**src/rtl/axis_nibble_packer.sv**
```systemverilog
// Packs RATIO consecutive IN_W-bit stream beats into one registered output word.
// Optional feature macro PACKER_LAST_EN: tlast_i flushes a partial word and sets tkeep_o/tlast_o.
module axis_nibble_packer #(
    parameter int IN_W  = 4,
    parameter int RATIO = 4
) (
    input  logic                    clk_i,
    input  logic                    arstn_i,
    input  logic                    tvalid_i,
    output logic                    tready_o,
    input  logic [IN_W-1:0]         tdata_i,
    input  logic                    tlast_i,
    output logic                    tvalid_o,
    input  logic                    tready_i,
    output logic [IN_W*RATIO-1:0]   tdata_o,
    output logic [RATIO-1:0]        tkeep_o,
    output logic                    tlast_o
);
    localparam int OUT_W = IN_W * RATIO;
    localparam int CW    = $clog2(RATIO);

    typedef enum logic {IDLE, ACCUM} state_t;

    state_t           state_q, state_d;
    logic [CW-1:0]    cnt_q, cnt_d;
    logic [OUT_W-1:0] acc_q, acc_d;
    logic             tvalid_q, tvalid_d;
    logic [OUT_W-1:0] tdata_q, tdata_d;
    logic [RATIO-1:0] tkeep_q, tkeep_d;
    logic             tlast_q, tlast_d;

    logic             last_close, closing, in_hs, out_hs, load;
    logic [OUT_W-1:0] merged;
    logic [RATIO-1:0] lane_mask;

`ifdef PACKER_LAST_EN
    assign last_close = tlast_i;
`else
    logic unused_tlast;
    assign last_close   = 1'b0;
    assign unused_tlast = tlast_i;
`endif

    // A closing beat only needs room in the output slot; other beats never stall.
    assign closing  = (cnt_q == CW'(RATIO - 1)) || last_close;
    assign tready_o = arstn_i && (!closing || !tvalid_q || tready_i);
    assign in_hs    = tvalid_i && tready_o;
    assign out_hs   = tvalid_q && tready_i;
    assign load     = in_hs && closing;

    always_comb begin
        merged = (state_q == IDLE) ? '0 : acc_q;
        merged[int'(cnt_q)*IN_W +: IN_W] = tdata_i;
        for (int l = 0; l < RATIO; l++) begin
            lane_mask[l] = (CW'(l) <= cnt_q);
        end
    end

    always_comb begin
        state_d = state_q;
        cnt_d   = cnt_q;
        acc_d   = acc_q;
        if (in_hs) begin
            if (closing) begin
                state_d = IDLE;
                cnt_d   = '0;
                acc_d   = '0;
            end else begin
                state_d = ACCUM;
                cnt_d   = cnt_q + 1'b1;
                acc_d   = merged;
            end
        end
    end

    // Load wins over drain so a back-to-back word keeps tvalid_o high.
    always_comb begin
        tvalid_d = tvalid_q;
        tdata_d  = tdata_q;
        tkeep_d  = tkeep_q;
        tlast_d  = tlast_q;
        if (load) begin
            tvalid_d = 1'b1;
            tdata_d  = merged;
            tkeep_d  = lane_mask;
            tlast_d  = last_close;
        end else if (out_hs) begin
            tvalid_d = 1'b0;
        end
    end

    always_ff @(posedge clk_i or negedge arstn_i) begin
        if (!arstn_i) begin
            state_q  <= IDLE;
            cnt_q    <= '0;
            acc_q    <= '0;
            tvalid_q <= 1'b0;
            tdata_q  <= '0;
            tkeep_q  <= '0;
            tlast_q  <= 1'b0;
        end else begin
            state_q  <= state_d;
            cnt_q    <= cnt_d;
            acc_q    <= acc_d;
            tvalid_q <= tvalid_d;
            tdata_q  <= tdata_d;
            tkeep_q  <= tkeep_d;
            tlast_q  <= tlast_d;
        end
    end

    assign tvalid_o = tvalid_q;
    assign tdata_o  = tdata_q;
    assign tkeep_o  = tkeep_q;
    assign tlast_o  = tlast_q;
endmodule

```
**config.mk**
```make
export PLATFORM = sky130hd
export DESIGN_NAME = axis_nibble_packer
export DESIGN_NICKNAME = d
export VERILOG_FILES = /design/src/rtl/axis_nibble_packer.sv
export SDC_FILE = /design/constraint.sdc
export NUM_CORES = 1
export LEC_CHECK = 0
export ABC_AREA = 1
export CAP_MARGIN = 30
export CORE_MARGIN = 4
export CORE_UTILIZATION = 28
export DETAILED_ROUTE_END_ITERATION = 10
export GPL_ROUTABILITY_DRIVEN = 0
export PLACE_DENSITY = 0.58
export SYNTH_ARGS = -nofsm -noshare
export SYNTH_HDL_FRONTEND = slang
export SYNTH_SLANG_ARGS = --single-unit
```
**constraint.sdc**
```tcl
create_clock -name clk_i -period 2.18 [get_ports clk_i]
set_input_delay 0.218 -clock clk_i [delete_from_list [all_inputs] [get_ports clk_i]]
set_output_delay 0.218 -clock clk_i [all_outputs]
set_load 0.01 [all_outputs]
```
-- After elaboration in Yosys (flattened, before gate mapping)
Index checks and enable logic that the tools add are counted.
- register bits: 40
- input port bits: 9
- output and inout bits: 23
- logic and storage cells: 31
- $add $sub $neg: 2
- order comparisons: 4
- equal/unequal tests: 1
- shifts and indexed selects: 2
- mux-type cells: 7
- reduce and logical (&&, ||, !) cells: 9
- operators by type and width (cell ; number):
    4-bit negator with 33-bit output ; 1
    4-bit by 33-bit variable shift with 16-bit output (first input constant) ; 1
    4-bit by 33-bit indexed part select with 16-bit output ; 1
    16-bit two-way mux ; 2
    16-bit bitwise mux ; 1
    1-bit by 2-bit less-or-equal comparator with 1-bit output (first input constant) ; 2
    2-bit less-or-equal comparator (first input constant) ; 2
    1-bit logical AND ; 4
    1-bit two-way mux ; 3
    2-bit by 1-bit adder with 2-bit output (second input constant) ; 1
    2-bit == test (second input constant) ; 1
    1-bit zero test ; 2
    1-bit logical OR ; 2
    2-bit two-way mux ; 1
    2-bit nonzero test ; 1

-- Depth between registers and ports, before layout
Gate-level depths: netlist of the first run.
- word-level depth: 8
- depth in mapped cells: 9
- gate-level depth less buffers: 8

-- Worst setup path before layout of the first run
No wires, ideal clock.
- kind: reg-to-reg
- from: register cnt_q[0]
- to: register tdata_q[4] (netlist: tdata_o[4])
- setup time: 65 ps
- arrival: 1442 ps
- data required time: 2115 ps
- path slack: 674 ps
- stages on the path, launching flop included: 10
- buffers on the path: 1
- period minus slack after synthesis: 1506 ps
- path through: dfrtp_1 buf_2 inv_2 ha_1 inv_2 nor2_4 nand2_4 o21ai_1 nand2_1 nand2_1
- word-level cells in the longest chain between the ends: 7
- elaborated cells between the ends (all ways): 11
- those cells by class: add/sub: 1; eq/ne: 1; shift: 2; mux: 1; reduce/logical: 6
- RTL lines (element ; RTL line ; source):
    start: declaration ; 25 ; logic [CW-1:0] cnt_q, cnt_d;
    start signal: assignment ; 103 ; cnt_q <= cnt_d;
    parallel branches: the longest is 7 deep, another holds 4-bit negator with 33-bit output ; -- ;
    end signal: assignment ; 106 ; tdata_q <= tdata_d;
    end: declaration ; 28 ; logic [OUT_W-1:0] tdata_q, tdata_d;
Parallel ways; which one is timed is not known.
A chain may end at the register's enable or synchronous reset.

-- Worst setup path after layout of the first run
- from: register cnt_q[0]
- to: output tready_o
- word-level cells in the longest chain between the ends: 5
- RTL lines (element ; RTL line ; source):
    2-bit == test ; 45 ; assign closing = (cnt_q == CW'(RATIO - 1)) || last_close;
    net closing ; 32 ; logic last_close, closing, in_hs, out_hs, load;
    1-bit zero test ; 46 ; assign tready_o = arstn_i && (!closing || !tvalid_q || tready_i);
    1-bit logical OR (2 in series) ; 46 ;
    1-bit logical AND ; 46 ;
    end: declaration ; 10 ; output logic tready_o,
The timed path passes the listed nets, and every way through them passes these cells.

==> results summary, run 1 <==
Registers are responsible for 41.4% of the overall power. The peak fanout along the critical path came out at 10. For this design the static power due to leakage is 1.138 nW.

The post-cts sizing count came out at 0. The number of buffers inserted during clock tree synthesis came out at 5. The fraction of layout instances using a drive strength above 1 is 8.434%. The final critical-path share of the clock period came out at 94.90%. At the placement stage, the worst setup path has a slack of 0.4205 ns. The post-CTS clock slew at the launch and capture registers of the worst setup and hold paths came out at 0.07 ns. The post-synthesis sequential area ratio came out at 51.47%. The path type of the worst min-delay path is in2async. The final antenna-violating net count is 0. The maximum level of the CTS H-tree came out at 2. The largest stage delay on the critical path is 0.52 ns.

The combined global-route utilization of all metal layers came out at 11.73%. The power density of the placed cells is 1049 nW/µm². The total net switching power is 834.9 µW. For this design, the slowest cell found on the critical path is clkdlybuf4s50_1. The total placed instance area came out at 2096 µm².

After legalization and detailed placement, the total HPWL measured 2807 µm. Setup violations remaining at the end of the flow were counted as 0. The die is 87.07 µm wide. The count of flip-flops with a built-in enable after synthesis is 0. The run finished with clean final reports. The final clock skew is 0.004997 ns. The final standard cell area without fillers is 2196 µm². The count of cell types in the netlist came out at 21. The total internal power came out at 1.470 mW.

The number of warnings reported in the yosys synthesis log came out at 0. The net count after synthesis is 232. The starting density of the core is 29.22%.

Setup repair after global routing left no endpoint under its margin. The per-cell routed wire length is 12.19 µm. The total placed cells including tap cells came out at 315. Synthesis inferred 36 register bits. The critical path is of the reg2out type. The final wirelength is 3948 µm.

The post-layout instance count excluding filler cells came out at 324. The number of sinks on the clock net is 36. The I/O pin count came out at 32. The maximum achievable frequency came out at 483.4 MHz. The synthesized netlist occupies a cell area of 1750 µm². The count of buffers added on input and output ports is 29. Clock latency on the worst-skew pair, taken at its later pin, is 0.29 ns. The met1 routing resource usage after global routing is 16.19%. Summed over all failing endpoints, the final setup total negative slack is 0 ns. The number of vias in the routed layout came out at 1409.

Per report_power, the combinational group accounts for 37.4% of the total. The via count of the first global-routing pass came out at 1435. The DRC violation count after routing came out at 0. The required time at the worst-slack endpoint came out at 1.96 ns. The final critical path time including I/O delays and setup came out at 2.069 ns. After clock tree synthesis, the setup repair step added 0 buffers. The smallest hold slack came out at 0.2703 ns. The pin count of the biggest net entering global routing is 22.

The number of buffers between clock root and the deepest sink is 2. Walking the worst path, the cells encountered are ha_1 > nand3_1 > and2_1 > clkdlybuf4s50_1. The met2 track demand over resource in global routing came out at 17.32%. The proportion of total power due to net switching is 36.23%. The worst endpoint data arrival time came out at 1.85 ns. The area added between synthesis and finish is 25.45%.

The share of power burned in the clock network is 21.2%. The site row count came out at 28. The startpoint identified for the worst register-to-register timing path is cnt_q[0]$_DFFE_PN0P_. In the synthesized netlist the dominant register cell turns out to be dfrtp_1. The area inside the core boundary is 5991 µm². The detail-routed via count per cell is 4.349.

The capturing point of the worst reg2reg path is tdata_o[5]$_DFFE_PN0P_. Measured along the y axis, the die boundary spans 87.07 µm. The highest ir drop seen on vdd is 0.4685 mV. The number of detailed-route iterations in the first pass is 4. Setup slack on the critical path of the routed design comes to 0.1112 ns.

The number of antenna violations at the first check in global routing is 0. STA classifies the critical path endpoint as a primary output. The number of cells traversed by the worst register-to-register path came out at 8. The number of DRC markers in iteration 0 came out at 100. The type of origin of the critical path is a flop.

The final core utilization came out at 36.65%. The average instance in the mapped netlist occupies 8.066 µm². In the synthesized netlist the async set-or-reset flop fraction comes to 100.0%. The wire length of the first global-routing pass came out at 6886 µm. In this run the clock root is driven by a clkbuf_8. Across the run, the number of max-cap violations was 0.

The final total power is 2.305 mW. The remaining global-route overflow is 0. The number of antenna cells inserted is 0.

The CTS tree is built. After global routing, the most crowded layer is met2. The die covers 7580 µm². The worst register-to-register path has a setup slack of 0.46 ns. The global-route track usage on met3 is 2.933%. The net count reported at finish came out at 263. The synthesized instance count came out at 217. The number of pins exceeding their max-slew limit in the final report came to 0. The count of endpoints failing hold in the final timing report came out at 0.
layout by cell type, fill, tap and decap left out, types with 2 or more instances in the layout:
master,instances
nor2_1,7
inv_1,7
dfrtp_1,36
clkbuf_8,6
nand2_1,107
nand3b_1,5
o21ai_0,6
clkbuf_1,2
o21ai_1,4
inv_2,4
clkdlybuf4s50_1,28
or2_2,2
buf_4,3
ha_1,6
nand3_1,17
metal layers:
| metal | wire, µm | vias to the layer above |
|---|---|---|
| met2 | 1679 | 34 |
| met1 | 1964 | 634 |
| li1 | - | 735 |
| met5 | 0 | - |
| met3 | 236 | 6 |
| met4 | 68 | 0 |
timing repair:
action                     in CTS  in global routing
hold endpoints to repair       36                  0
setup endpoints to repair       0                  0
hold buffers                    1                  0
worst max-delay path, delay by kind of cell (launching register included):
kind / cells / cell delay, ns
buffers and inverters: 1 / 0.52
and+or+nand+nor: 2 / 0.25
adders and majority gates: 1 / 0.29
DFF: 1 / 0.49
worst max-delay path by stage:
stage / slack, ns / startpoint / to / cells past startpoint
6_report: 0.11 / cnt_q[0]$_DFFE_PN0P_ / tready_o / 4
5_1_grt: 0.01 / cnt_q[0]$_DFFE_PN0P_ / tready_o / 4
4_1_cts: 0.1 / cnt_q[0]$_DFFE_PN0P_ / tready_o / 4
3_5_place_dp: 0.42 / cnt_q[0]$_DFFE_PN0P_ / tready_o / 4
3_3_place_gp: 0.44 / cnt_q[0]$_DFFE_PN0P_ / tready_o / 4
2_1_floorplan: 0.67 / cnt_q[0]$_DFFE_PN0P_ / tdata_o[4]$_DFFE_PN0P_ / 9
sequential cells by signal, summed over array words and instances, names as in the netlist:
| signal | flops |
|---|---|
| tdata_o | 16 |
| state_q | 1 |
| tkeep_o | 4 |
| tvalid_o | 1 |
| acc_q | 12 |
| cnt_q | 2 |
cells in the mapped netlist, types with 2 or more instances:
| cell type | count | area (µm²) |
|---|---|---|
| buf_2 | 6 | 30.03 |
| buf_4 | 2 | 15.01 |
| dfrtp_1 | 36 | 900.9 |
| ha_1 | 6 | 75.07 |
| inv_1 | 7 | 26.28 |
| inv_2 | 4 | 15.01 |
| nand2_1 | 107 | 401.6 |
| nand3_1 | 17 | 85.08 |
| nand3b_1 | 5 | 37.54 |
| nor2_1 | 7 | 26.28 |
| o21ai_0 | 6 | 30.03 |
| o21ai_1 | 4 | 20.02 |
| or2_2 | 2 | 12.51 |
power by group through the flow:
stage	clock network, mW	logic [mW]	registers [mW]
after global placement	0	0.858	0.965
after detailed placement	0	0.874	0.967
after CTS	0.505	0.879	0.956
after global routing	0.534	0.975	0.985
after floorplan	0	0.503	0.984
final	0.489	0.862	0.953
cell type report:
type,count,area [µm²]
Tap cell,75,93.84
Timing Repair Buffer,33,317.8
Inverter,11,41.29
Clock buffer,8,90.09
Sequential cell,36,900.9
Fill cell,623,3795
Multi-Input combinational cell,161,752.0
cells by family (layout without fill, tap and decap cells):
group	count (synthesis)	in the layout	share of synthesized area, %
compound gates	11	11	3.360
fa+ha+maj	6	6	4.289
buf+inv	20	52	5.575
flops	36	36	51.47
other cells	1	1	0.2142
simple gates	143	143	35.10
No activity file was read; power rests on OpenSTA's default activity.
==> run 2: changes to the inputs <==
--- a/config.mk
+++ b/config.mk
@@ -8,10 +8,10 @@
 export ABC_AREA = 1
 export CAP_MARGIN = 30
 export CORE_MARGIN = 4
-export CORE_UTILIZATION = 28
+export CORE_UTILIZATION = 51
 export DETAILED_ROUTE_END_ITERATION = 10
 export GPL_ROUTABILITY_DRIVEN = 0
-export PLACE_DENSITY = 0.58
+export PLACE_DENSITY = 0.88
 export SYNTH_ARGS = -nofsm -noshare
 export SYNTH_HDL_FRONTEND = slang
 export SYNTH_SLANG_ARGS = --single-unit
==> results summary, run 2 (synthesis results as in run 1) <==
Status: completed (unchanged). The final wirelength came to 3577 µm (was 3948 µm). The final standard cell area without fillers came out at 2181 µm² (was 2196 µm²). The maximum achievable frequency came out at 490.0 MHz (was 483.4 MHz). The maximum level of the CTS H-tree was 2 (unchanged). RSZ-0062 raised after global routing: false (unchanged). The net count reported at finish is 265 (was 263).

The final critical-path share of the clock period was 93.61% (was 94.90%). The path type of the worst min-delay path is in2async (unchanged). The number of setup violations in the final report came out at 0 (unchanged).

The slack of the critical path is 0.1394 ns (was 0.1112 ns). The peak fanout along the critical path is 6 (was 10). The final clock skew is 0.01045 ns (was 0.004997 ns). The most frequent standard cell in the layout excluding fill and tap cells is nand2_1 (unchanged). The number of sinks on the clock net was 36 (unchanged). The die height is 66.59 µm (was 87.07 µm). The critical setup path kind is reg2out (unchanged). The clock insertion delay at the later pin of the skew report is 0.33 ns (was 0.29 ns). Cells traversed along the worst timing path: ha_1 > nand3_1 > and2_1 > clkdlybuf4s50_1 (unchanged). The detail-routed via count per cell came to 4.892 (was 4.349). The number of antenna cells inserted is 0 (unchanged).

The type of origin of the critical path was a flop (unchanged). The area added between synthesis and finish came out at 24.59% (was 25.45%). The count of endpoints failing hold in the final timing report came out at 0 (unchanged). The pin count of the biggest net entering global routing came out at 21 (was 22). The worst endpoint data arrival time is 1.82 ns (was 1.85 ns). The leakage power of the design came out at 1.152 nW (was 1.138 nW). The area inside the core boundary is 3337 µm² (was 5991 µm²). The number of buffers inserted during clock tree synthesis came to 5 (unchanged). The required time at the worst-slack endpoint came out at 1.96 ns (about the same).

The number of pins exceeding their max-slew limit in the final report came to 0 (unchanged). The final antenna-violating net count came out at 0 (unchanged). The power density of the placed cells is 1079 nW/µm² (was 1049 nW/µm²).

The fraction of layout instances using a drive strength above 1 came out at 10.36% (was 8.434%). The remaining global-route overflow came out at 0 (unchanged). The I/O pin count came out at 32 (unchanged).

The number of vias in the routed layout is 1453 (was 1409). The CTS tree is built (unchanged). The die width came out at 66.59 µm (was 87.07 µm). The count of input and output buffers came out at 29 (unchanged). The die footprint came out at 4434 µm² (was 7580 µm²). The number of antenna violations at the first check in global routing came out at 0 (unchanged). The final HPWL from detailed placement came to 2644 µm (was 2807 µm). The combined global-route utilization of all metal layers came to 18.42% (was 11.73%). The highest ir drop seen on vdd was 0.5479 mV (was 0.4685 mV). The final-layout setup total negative slack is 0 ns (unchanged). The post-CTS clock slew at the launch and capture registers of the worst setup and hold paths is 0.11 ns (was 0.07 ns). The starting density of the core came out at 52.46% (was 29.22%). The total placed instance area came out at 2067 µm² (was 2096 µm²). The largest stage delay on the critical path came out at 0.53 ns (was 0.52 ns). The DRC violation count after routing came out at 0 (unchanged). The number of detailed-route iterations in the first pass came out at 4 (unchanged). The per-cell routed wire length is 12.04 µm (was 12.19 µm).

The sort of element at the end of the critical path is a primary output (unchanged). The final critical path time including I/O delays and setup came out at 2.041 ns (was 2.069 ns). The number of violations of the max-capacitance limit was 0 (unchanged). The number of cells traversed by the worst register-to-register path is 8 (unchanged). The cell chosen for the clock root is clkbuf_4 (was clkbuf_8).

The worst setup slack before clock tree synthesis came out at 0.4329 ns (was 0.4205 ns). The site row count came out at 21 (was 28). The via count of the first global-routing pass is 1379 (was 1435). The wire length of the first global-routing pass is 6161 µm (was 6886 µm). The number of DRC markers in iteration 0 is 71 (was 100). The number of buffers between clock root and the deepest sink came out at 2 (unchanged). Most frequent cells in the layout: nand2_1 (107), dfrtp_1 (35), clkdlybuf4s50_1 (28), nand3_1 (17) (was nand2_1 (107), dfrtp_1 (36), clkdlybuf4s50_1 (28), nand3_1 (17)). The number of flip-flops under the largest register name is 16 (unchanged).

The cell with the largest stage delay on the worst path is clkdlybuf4s50_1 (unchanged).
[run 2: final timing paths]
check	start	to	slack [ns]
hold / removal	arstn_i	tvalid_o$_DFFE_PN0P_	0.23
setup / recovery	cnt_q[1]$_DFFE_PN0P_	tready_o	0.14
hold reg to reg	tkeep_o[3]$_DFFE_PN0P_	tkeep_o[3]$_DFFE_PN0P_	0.48
min in group clk_i	tkeep_o[3]$_DFFE_PN0P_	tkeep_o[3]$_DFFE_PN0P_	0.48
max in group asynchronous	arstn_i	acc_q[8]$_DFFE_PN0P_	1.51
setup reg to reg	cnt_q[0]$_DFFE_PN0P_	acc_q[0]$_DFFE_PN0P_	0.49
[run 2: worst max-delay path, delay by kind of cell (launching register included)]
kind / cells / cell delay, ns
buf+inv: 1 / 0.53
flops: 1 / 0.46
fa+ha+maj: 1 / 0.25
simple gates: 2 / 0.25
[run 2: layer usage]
layer / track usage, % / vias up / share of wire [%]
li1: - / 740 / -
met1: 23.92 / 680 / 49
met2: 30.20 / 31 / 47
met3: 5.228 / 2 / 4.3
met4: 4.569 / 0 / 0.39
met5: 0 / - / 0
[run 2: area by class of cell]
cell class,count,area [µm²]
repair buffers,35,332.8
multi-input cells,161,752.0
fillers,292,1156
flip-flops and latches,36,902.1
clock buffers,7,65.06
inverters,11,41.29
well taps,46,57.56
clock inverters,1,30.03
[run 2: per-stage QoR]
stage / util [%] / power (mW) / instances / hold slack, ns
final: 65.35 / 2.352 / 297 / 0.2255
after global routing: 65.35 / 2.519 / 297 / 0.2114
after CTS: 65.09 / 2.356 / 296 / 0.2224
after detailed placement: 61.94 / 1.835 / 287 / 0.02786
after global placement: 61.94 / 1.800 / 287 / 0.02847
after floorplan: - / 1.487 / 217 / -0.07759
[run 2: where the power goes]
part,leakage [nW],switching [mW],internal [mW]
registers,0.482,0.116,0.831
clock network,0.0515,0.213,0.305
logic,0.619,0.496,0.392
total,1.15,0.825,1.53
[run 2: timing repair]
action                                  in CTS  in global routing
hold endpoints to repair                    36                  0
setup buffers                                0                  1
endpoints found under the setup margin       0                  1
hold buffers                                 1                  0
resized for setup                            0                  1
==> run 3: changes to the inputs <==
--- a/config.mk
+++ b/config.mk
@@ -7,7 +7,7 @@
 export LEC_CHECK = 0
 export ABC_AREA = 1
 export CAP_MARGIN = 30
-export CORE_MARGIN = 4
+export CORE_MARGIN = 8
 export CORE_UTILIZATION = 51
 export DETAILED_ROUTE_END_ITERATION = 10
 export GPL_ROUTABILITY_DRIVEN = 0
==> results summary, run 3 (synthesis results as in run 1) <==
Status: completed (unchanged). The final total power is 2.328 mW (was 2.352 mW). The cell with the largest stage delay on the worst path is clkdlybuf4s50_1 (unchanged).

The I/O pin count is 32 (unchanged). Most frequent cells in the layout: nand2_1 (107), dfrtp_1 (34), clkdlybuf4s50_1 (28), nand3_1 (17) (was nand2_1 (107), dfrtp_1 (35), clkdlybuf4s50_1 (28), nand3_1 (17)). The type of origin of the critical path is a flop (unchanged). The amount of wire on met2 after detailed routing came out at 1879 µm (was 1668 µm). The number of antenna cells inserted was 0 (unchanged). The net count reported at finish came out at 267 (was 265). The final wirelength is 3898 µm (was 3577 µm).

The area inside the core boundary came to 3311 µm² (was 3337 µm²). The most frequent standard cell in the layout excluding fill and tap cells is nand2_1 (unchanged). The final critical-path share of the clock period was 92.88% (was 93.61%). The number of buffers between clock root and the deepest sink came out at 2 (unchanged). Cells traversed along the worst timing path: ha_1 > nand3_1 > and2_1 > clkdlybuf4s50_1 (unchanged).

The number of setup violations in the final report came out at 0 (unchanged). The via count of the first global-routing pass came to 1514 (was 1379). The final-layout setup total negative slack was 0 ns (unchanged). The sort of element at the end of the critical path is a primary output (unchanged). The final antenna-violating net count is 0 (unchanged). The power density of the placed cells is 1069 nW/µm² (was 1079 nW/µm²). The area added between synthesis and finish was 24.45% (was 24.59%). The number of inserted filler cells in the final layout is 299 (was 292). The worst endpoint data arrival time came out at 1.81 ns (was 1.82 ns). The number of detailed-route iterations in the first pass is 4 (unchanged).

The wire length of the first global-routing pass is 6844 µm (was 6161 µm). The leakage power of the design came out at 1.152 nW (about the same). The proportion of total power due to net switching is 36.13% (was 35.06%). The fraction of layout instances using a drive strength above 1 is 11.07% (was 10.36%). The smallest hold slack came out at 0.3753 ns (was 0.2255 ns). The site row count is 21 (unchanged). The count of endpoints failing hold in the final timing report came to 0 (unchanged). The detailed-routing wirelength on met1 is 1719 µm (was 1739 µm). The count of input and output buffers is 29 (unchanged). The die height is 74.59 µm (was 66.59 µm). The number of vias in the routed layout is 1505 (was 1453). The final clock skew is 0.004362 ns (was 0.01045 ns). The combinational power share is 40.1% (was 37.7%). The number of flip-flops under the largest register name came out at 16 (unchanged). The total net switching power came to 841.2 µW (was 824.9 µW). The die footprint is 5563 µm² (was 4434 µm²). The maximum achievable frequency is 493.9 MHz (was 490.0 MHz). The remaining global-route overflow is 0 (unchanged). The die width came out at 74.59 µm (was 66.59 µm). The maximum level of the CTS H-tree is 2 (unchanged). The number of DRC markers in iteration 0 came out at 102 (was 71). The detail-routed via count per cell came out at 5.033 (was 4.892). The pin count of the biggest net entering global routing came to 21 (unchanged). RSZ-0062 raised after global routing: false (unchanged).

The final critical path time including I/O delays and setup came out at 2.025 ns (was 2.041 ns). The combined global-route utilization of all metal layers was 15.85% (was 18.42%). The starting density of the core came out at 52.87% (was 52.46%). The flip-flop and latch area is 903.4 µm² (was 902.1 µm²).

The critical setup path kind is reg2out (unchanged). The number of violations of the max-capacitance limit came to 0 (unchanged). The number of buffers inserted during clock tree synthesis is 5 (unchanged). The path type of the worst min-delay path is in2async (unchanged). The number of cells traversed by the worst register-to-register path was 9 (was 8). The number of antenna violations at the first check in global routing came to 0 (unchanged). The cell chosen for the clock root is clkbuf_4 (unchanged). The final HPWL from detailed placement is 2921 µm (was 2644 µm). The highest signal layer in the routed design is met4 (unchanged).

The CTS tree is built (unchanged). The per-cell routed wire length is 13.04 µm (was 12.04 µm). The share of power burned in the clock network is 19.6% (was 22.0%). The final core utilization is 65.80% (was 65.35%). The area occupied by multi-input gates came to 752.0 µm² (unchanged). The number of sinks on the clock net is 36 (unchanged). The clock insertion delay at the later pin of the skew report was 0.34 ns (was 0.33 ns). The worst setup slack before clock tree synthesis is 0.3762 ns (was 0.4329 ns). The total internal power is 1.487 mW (was 1.528 mW). The largest stage delay on the critical path is 0.54 ns (was 0.53 ns). The slack of the critical path is 0.1552 ns (was 0.1394 ns). The fraction of power consumed by sequential logic came out at 40.3% (about the same). The peak fanout along the critical path is 3 (was 6). The number of pins exceeding their max-slew limit in the final report came out at 0 (unchanged). The DRC violation count after routing is 0 (unchanged).

The required time at the worst-slack endpoint was 1.96 ns (about the same). The highest ir drop seen on vdd came out at 0.5411 mV (was 0.5479 mV). The post-CTS clock slew at the launch and capture registers of the worst setup and hold paths is 0.10 ns (was 0.11 ns). The met3 layer wire length in the routed design is 193 µm (was 154 µm).
-- run 3: changes by cell type in the layout (fill, tap and decap cells not counted) --
cell      before  now
buf_4          5    7
clkbuf_8       2    0
clkbuf_1       0    1
clkinv_2       0    1
dfrtp_1       35   34
dfrtp_2        1    2
-- run 3: stage by stage --
stage	cells	area [µm²]
finish	299	2178
global route	299	2178
CTS	296	2155
detailed placement	287	2067
global placement	287	2067
floorplan	217	1750
-- run 3: final cells by class --
cell class,instances,share of cell area [%]
clock buffer,6,1.895
clock inverter,2,1.608
inverter,11,1.895
multi-input combinational,161,34.52
sequential,36,41.47
tap,46,2.642
timing repair buffer,37,15.97
-- run 3: critical path, delay by kind of cell, from the launching register on --
kind | cells | cell delay, ns
flip-flops | 1 | 0.42
AND/OR/NAND/NOR | 2 | 0.27
adder cells (fa/ha/maj) | 1 | 0.24
buffers and inverters | 1 | 0.54
-- run 3: repair_timing --
action	in CTS	in global routing
gates resized for setup	1	1
setup buffers	0	3
endpoints found under the hold margin	36	0
setup endpoints to repair	1	1
hold buffers	1	0
-- run 3: final timing paths --
check	from	to	slack, ns
max reg2reg	cnt_q[0]$_DFFE_PN0P_	tdata_o[5]$_DFFE_PN0P_	0.50
max	cnt_q[0]$_DFFE_PN0P_	tready_o	0.16
min reg2reg	tkeep_o[0]$_DFFE_PN0P_	tkeep_o[0]$_DFFE_PN0P_	0.48
max in group asynchronous	arstn_i	cnt_q[1]$_DFFE_PN0P_	1.59
min in group clk_i	tkeep_o[0]$_DFFE_PN0P_	tkeep_o[0]$_DFFE_PN0P_	0.48
min	arstn_i	tdata_o[12]$_DFFE_PN0P_	0.38
-- run 3: routing by layer --
layer | global-route usage [%] | up-vias
met5 | 0 | -
met4 | 6.522 | 0
met3 | 4.582 | 12
met2 | 26.33 | 39
met1 | 18.64 | 713
li1 | - | 741
-- run 3: power groups by stage --
stage / registers (mW) / clock network [mW] / logic, mW
4_1_cts: 0.960 / 0.463 / 0.887
5_1_grt: 0.961 / 0.486 / 1.04
3_5_place_dp: 0.970 / 0 / 0.880
3_3_place_gp: 0.960 / 0 / 0.845
6_report: 0.938 / 0.457 / 0.934
2_1_floorplan: 0.984 / 0 / 0.503
